$ cat src/rtl/regfile_debug_dumper.sv
// Register file debug dumper: freezes the pipeline, walks every GPR
// through the debug read port and streams the values as bytes.
//
// Ports:
//   clk, rst        : clock, synchronous active-high reset
//   dump_req        : start a dump (ignored while busy)
//   reg_debug_data  : register file debug read data
//   tx_ready        : byte sink ready
//   stop_debug      : pipeline freeze
//   debug_on        : register file write inhibit
//   debug_read_reg  : register file debug read address
//   tx_data/tx_valid: byte stream to the UART transmitter
//   busy            : dump in progress
//   done            : one-cycle pulse when the last byte is accepted
module regfile_debug_dumper #(
  parameter int          NUM_REGS      = 32,
  parameter int          SETTLE_CYCLES = 1,
  parameter logic [7:0]  HEADER_BYTE   = 8'hA5
) (
  input  logic        clk,
  input  logic        rst,
  input  logic        dump_req,
  input  logic [31:0] reg_debug_data,
  input  logic        tx_ready,
  output logic        stop_debug,
  output logic        debug_on,
  output logic [4:0]  debug_read_reg,
  output logic [7:0]  tx_data,
  output logic        tx_valid,
  output logic        busy,
  output logic        done
);

  localparam int SW = (SETTLE_CYCLES < 2) ? 1 : $clog2(SETTLE_CYCLES + 1);
  localparam logic [4:0]    LAST_IDX = 5'(NUM_REGS - 1);
  localparam logic [SW-1:0] SETTLE   = SW'(SETTLE_CYCLES);

  typedef enum logic [1:0] {
    IDLE,
    HDR,
    ADDR,
    SEND
  } state_e;

  state_e        state_q, state_d;
  logic          freeze_q, freeze_d;
  logic [4:0]    idx_q, idx_d;
  logic [SW-1:0] settle_q, settle_d;
  logic [1:0]    byte_q, byte_d;
  // Bytes still to send after the one on tx_data, MSB first.
  logic [23:0]   rest_q, rest_d;
  logic [7:0]    tx_data_q, tx_data_d;
  logic          tx_valid_q, tx_valid_d;
  logic          done_q, done_d;

  always_comb begin
    state_d    = state_q;
    freeze_d   = freeze_q;
    idx_d      = idx_q;
    settle_d   = settle_q;
    byte_d     = byte_q;
    rest_d     = rest_q;
    tx_data_d  = tx_data_q;
    tx_valid_d = tx_valid_q;
    done_d     = 1'b0;
    unique case (state_q)
      IDLE: begin
        if (dump_req) begin
          state_d    = HDR;
          freeze_d   = 1'b1;
          tx_data_d  = HEADER_BYTE;
          tx_valid_d = 1'b1;
          idx_d      = '0;
        end
      end
      HDR: begin
        if (tx_ready) begin
          state_d    = ADDR;
          tx_valid_d = 1'b0;
          settle_d   = '0;
        end
      end
      ADDR: begin
        settle_d = settle_q + 1'b1;
        if (settle_d == SETTLE) begin
          state_d    = SEND;
          rest_d     = reg_debug_data[23:0];
          tx_data_d  = reg_debug_data[31:24];
          tx_valid_d = 1'b1;
          byte_d     = '0;
        end
      end
      SEND: begin
        if (tx_ready) begin
          if (byte_q == 2'd3) begin
            tx_valid_d = 1'b0;
            if (idx_q < LAST_IDX) begin
              idx_d    = idx_q + 1'b1;
              settle_d = '0;
              state_d  = ADDR;
            end else begin
              state_d   = IDLE;
              done_d    = 1'b1;
              freeze_d  = 1'b0;
              tx_data_d = '0;
              idx_d     = '0;
            end
          end else begin
            tx_data_d = rest_q[23:16];
            rest_d    = {rest_q[15:0], 8'h00};
            byte_d    = byte_q + 1'b1;
          end
        end
      end
      default: state_d = IDLE;
    endcase
  end

  always_ff @(posedge clk) begin
    if (rst) begin
      state_q    <= IDLE;
      freeze_q   <= 1'b0;
      idx_q      <= '0;
      settle_q   <= '0;
      byte_q     <= '0;
      rest_q     <= '0;
      tx_data_q  <= '0;
      tx_valid_q <= 1'b0;
      done_q     <= 1'b0;
    end else begin
      state_q    <= state_d;
      freeze_q   <= freeze_d;
      idx_q      <= idx_d;
      settle_q   <= settle_d;
      byte_q     <= byte_d;
      rest_q     <= rest_d;
      tx_data_q  <= tx_data_d;
      tx_valid_q <= tx_valid_d;
      done_q     <= done_d;
    end
  end

  // One flop drives all three so they can never disagree.
  assign stop_debug     = freeze_q;
  assign debug_on       = freeze_q;
  assign busy           = freeze_q;
  assign debug_read_reg = idx_q;
  assign tx_data        = tx_data_q;
  assign tx_valid       = tx_valid_q;
  assign done           = done_q;

endmodule

$ cat config.mk
export PLATFORM = sky130hd
export DESIGN_NAME = regfile_debug_dumper
export DESIGN_NICKNAME = d
export VERILOG_FILES = /design/src/rtl/regfile_debug_dumper.sv
export SDC_FILE = /design/constraint.sdc
export NUM_CORES = 1
export LEC_CHECK = 0
export ABC_CLOCK_PERIOD_IN_PS = 1810
export CAP_MARGIN = 20
export CORE_AREA = 4 4 72 74
export DETAILED_ROUTE_END_ITERATION = 12
export DIE_AREA = 0 0 76 78
export PLACE_DENSITY_LB_ADDON = 0.3
export SYNTH_ARGS = -nofsm -noshare
export SYNTH_HDL_FRONTEND = slang
export SYNTH_SLANG_ARGS = --single-unit
$ cat constraint.sdc
create_clock -name clk -period 1.81 [get_ports clk]
set_input_delay 0.362 -clock clk [delete_from_list [all_inputs] [get_ports clk]]
set_output_delay 0.362 -clock clk [all_outputs]
set_load 0.05 [all_outputs]
# After elaboration in Yosys (flattened, before gate mapping)
# Index checks and enable logic that the tools add are counted.
# word_totals
ff_bits	45
in_bits	36
out_inout_bits	18
word_cells	82
# classes
add_sub_neg	3
magnitude_cmp	1
n_eq_ne	13
mux	41
n_bitwise	3
reduce_logical	12
# ops
operator	n
24-bit two-way mux	3
24-bit one-hot mux with 2 select lines	1
8-bit two-way mux	5
8-bit one-hot mux with 3 select lines	1
5-bit two-way mux	4
5-bit AND reduction	4
2-bit two-way mux	9
2-bit != test (second input constant)	8
1-bit two-way mux	12
5-bit one-hot mux with 2 select lines	1
2-bit one-hot mux with 4 select lines	1
4-bit AND reduction	2
2-bit == test (second input constant)	3
3-bit nonzero test	2
5-bit by 1-bit adder with 5-bit output (second input constant)	1
5-bit less-than comparator (second input constant)	1
1-bit one-hot mux with 4 select lines	1
2-bit one-hot mux with 2 select lines	1
2-bit nonzero test	2
4-bit OR reduction	1
3-bit != test (second input constant)	1
1-bit inverter	3
1-bit one-hot mux with 3 select lines	1
2-bit by 1-bit adder with 2-bit output (second input constant)	1
other kinds (4)	4

# Longest topological paths before layout
# logic_depth
depth_word	5
depth_mapped	7
mapped_depth_nobuf	5

# Least setup slack after synthesis
# No wires, ideal clock.
# synth_timing
path_kind	flip-flop to flip-flop
from	register idx_q[0], in the netlist debug_read_reg[0]
to	register tx_data_q[4], in the netlist tx_data[4]
setup_ns	0.070
t_arrival_ns	1.575
required_time_ns	1.740
slack_ns	0.165
path_stages_with_launch	5
n_path_buf	0
synth_period_minus_slack_ns	1.645
path_cell_list	dfxtp_1 -> nand3_1 -> nor3_2 -> o311ai_0 -> a21oi_1
# synth_between
elab_chain_len	3
# synth_lines
element	line	rtl
start: declaration	47	logic [4:0] idx_q, idx_d;
start signal: assignment	133	idx_q <= idx_d;
5-bit less-than comparator	97	if (idx_q < LAST_IDX) begin
3-bit != test (no line)	n/a	
5-bit AND reduction (no line)	n/a	
end signal: assignment	137	tx_data_q <= tx_data_d;
end: declaration	52	logic [7:0] tx_data_q, tx_data_d;
# Every way passes these cells.
# A chain may end at the register's enable or synchronous reset.

# Worst setup path after layout
# layout_timing
from	input tx_ready
to	register rest_q[22]
# layout_between
elab_chain_len	2
# layout_lines
element	line	rtl
start: declaration	24	input logic tx_ready,
2-bit != test (no line)	n/a	
4-bit AND reduction (no line)	n/a	
end signal: assignment	136	rest_q <= rest_d;
end: declaration	51	logic [23:0] rest_q, rest_d;
# Every way passes these cells.

==> results.toml <==
[routing]
drc = 0
ant_nets = 0
vias_per_cell = 5.511
drt_iter0_markers = 169
wirelength_mm = 5.364
dr_total_vias = 2050
drtPass1Iterations = 4
wl_per_cell_um = 14.42

[floorplanning]
die_area_um2 = 5928
pin_count = 54
start_util_pct = 46.91
core_region_area_um2 = 4598
chipWidth_um = 76
die_y_um = 78
rows = 25

[clock_tree]
path_clk_slew_ns = 0.08
cts-resized-gates = 0
cts_hold_buffers = 0
clock-sinks = 45
tritoncts.num_buffers = 5
post-cts-setup-buffers = 0
clk-insertion-delay-late_ns = 0.30
htree_levels = 2
cts-root-buf = "clkbuf_8"
clock_path_buffers = 2
tritoncts = "built"

[synth]
yosys.area.top_type_share_pct = 41.76
synth-edff-count = 0
synth_top_area_cell = "dfxtp_1"
yosysWarningCount = 0
ys_seq_elements = 45
synth.most_common_cell = "dfxtp_1"
synth_area_per_cell_um2 = 8.361
synth_common_cells = "45 x dfxtp_1, 35 x nor2_1, 27 x nand2_1"
yosys.cell_types.count = 43
synthFlopType = "dfxtp_1"
synth_area_um2 = 2157
postSynthCellCount = 258
ys_seq_area_share_pct = 41.76
synth_nets = 296
synthTopCellsByArea = "dfxtp_1 42%, nor2_1 6.1%, a311oi_1 5.3%, nand2_1 4.7%, nand3_1 4.4%"
async_reset_ff_share_pct = 0

[finish]
drive_above_1_share_pct = 18.24
fillers = 399
syn2layout_area_growth_pct = 33.18
largest_register_ffs = 24
antennaDiodeCount = 0
fin_cells = 372
fin_util_pct = 62.48
final_area_um2 = 2873
nets = 355

[global_route]
grt_max_degree = 31
first_global_vias = 1805
grt_pass1_wl_mm = 8.763
antenna_found_initial = 0
groute.usage.overall_pct = 18.07
grt-ovfl-total = 0

[sta]
finalMaxSlewViolations = 0
finalSetupViolations = 0
rsz0062_at_grt = "false"
period_needed_ns = 1.691
setup_tns_ns = 0
finClkSkew_ns = 0.004372
whs_ns = 0.4907
tightestPinTransition_ns = 0.5231
finalHoldViolCount = 0
maxSlewHeadroom_pct = 64.94
fmax_mhz = 591.4
fin_crit_sh_pct = 93.42

[critical_path]
arrival_ns = 1.89
required_ns = 2.01
endpoint_kind = "register"
start_kind = "input port"
crit_type = "input port to register"
crit_chain = "clkdlybuf4s50_1, and3b_1, o21a_2, buf_12, nor2_1, a311oi_1"
crit_fanout = 27
critPathMaxStageDelay_ns = 0.62
slowest_stage = "clkdlybuf4s50_1"

[outcome]
status = "finished, final reports clean"

[job]
maxCapViolCount = 0

[power_and_ir_drop]
leakagePower_nw = 1.081
power_density_nw_per_um2 = 768.5
irDropWorstVdd_uv = 512.1

[place]
place_inst = 364
io_buffers = 53
post_dp_cell_area_um2 = 2789
dp_hpwl_mm = 3.980
place_congestion = 0.8777

[hold_path]
hold_path_class = "register to register"
-- final cells by class --
type / instances / area, um2 / share of cell area, %
clock buffers: 7 / 76.32 / 2.657
multi-input cells: 181 / 1106 / 38.50
clock inverters: 1 / 7.507 / 0.2613
repair buffers: 73 / 673.1 / 23.43
inverters: 11 / 41.29 / 1.437
flip-flops and latches: 45 / 900.9 / 31.36
well taps: 54 / 67.56 / 2.352
-- routing by layer --
layer,share of wire (%),up-vias,GRT usage (%)
met5,0,-,0
met3,6.3,6,5.336
met4,1.6,0,6.584
met1,46,919,24.46
met2,46,55,27.05
li1,-,1070,-
-- worst max-delay path, delay by kind of cell --
kind	cells	cell delay, ns
buffers and inverters	2	0.79
AO/OA/AOI/OAI	2	0.44
AND/OR/NAND/NOR	2	0.30
-- path summary, 6_finish.rpt --
path,slack [ns],cells after the start,startpoint,to
min reg2reg,0.49,2,tx_valid,tx_valid
min,0.49,2,tx_valid,tx_valid
max reg2reg,0.20,6,byte_q[0],rest_q[22]
max,0.12,6,tx_ready,rest_q[22]
-- power by group --
part           leakage [nW]  total [mW]  switching (mW)  internal (mW)
clock                0.0385       0.610           0.336          0.273
combinational         0.676       0.511           0.290          0.221
sequential            0.367        1.09          0.0387           1.05
-- metrics by stage --
step,setup slack (ns),power (mW)
2_1_floorplan,0.1645,1.430
3_3_place_gp,-0.08614,1.607
3_5_place_dp,-0.1777,1.620
4_1_cts,0.1398,2.222
5_1_grt,0.01965,2.309
6_report,0.1191,2.208
-- placed cells by master, fill, tap and decap left out, types with 5 or more instances in the layout --
master / Yosys / final
a22oi_1: 9 / 9
nand2_1: 27 / 27
clkdlybuf4s50_1: 0 / 35
o211ai_1: 9 / 9
nor3_1: 6 / 6
inv_1: 11 / 11
a311oi_1: 13 / 13
nor2_1: 35 / 35
clkbuf_8: 0 / 5
buf_4: 6 / 35
dfxtp_1: 45 / 45
a21oi_1: 11 / 11
o22ai_1: 8 / 8
nand3_1: 19 / 19
-- logic make-up (layout without fill, tap and decap cells) --
| family | Yosys count | count (layout) | share of synthesized area (%) |
|---|---|---|---|
| simple gates | 99 | 99 | 21.17 |
| compound gates | 76 | 76 | 27.20 |
| flops | 45 | 45 | 41.76 |
| buf+inv | 32 | 92 | 6.960 |
| fa+ha+maj | 2 | 2 | 1.160 |
| xor+xnor | 2 | 2 | 0.8122 |
| mux | 2 | 2 | 0.9281 |
No activity file was read; power rests on OpenSTA's default activity.
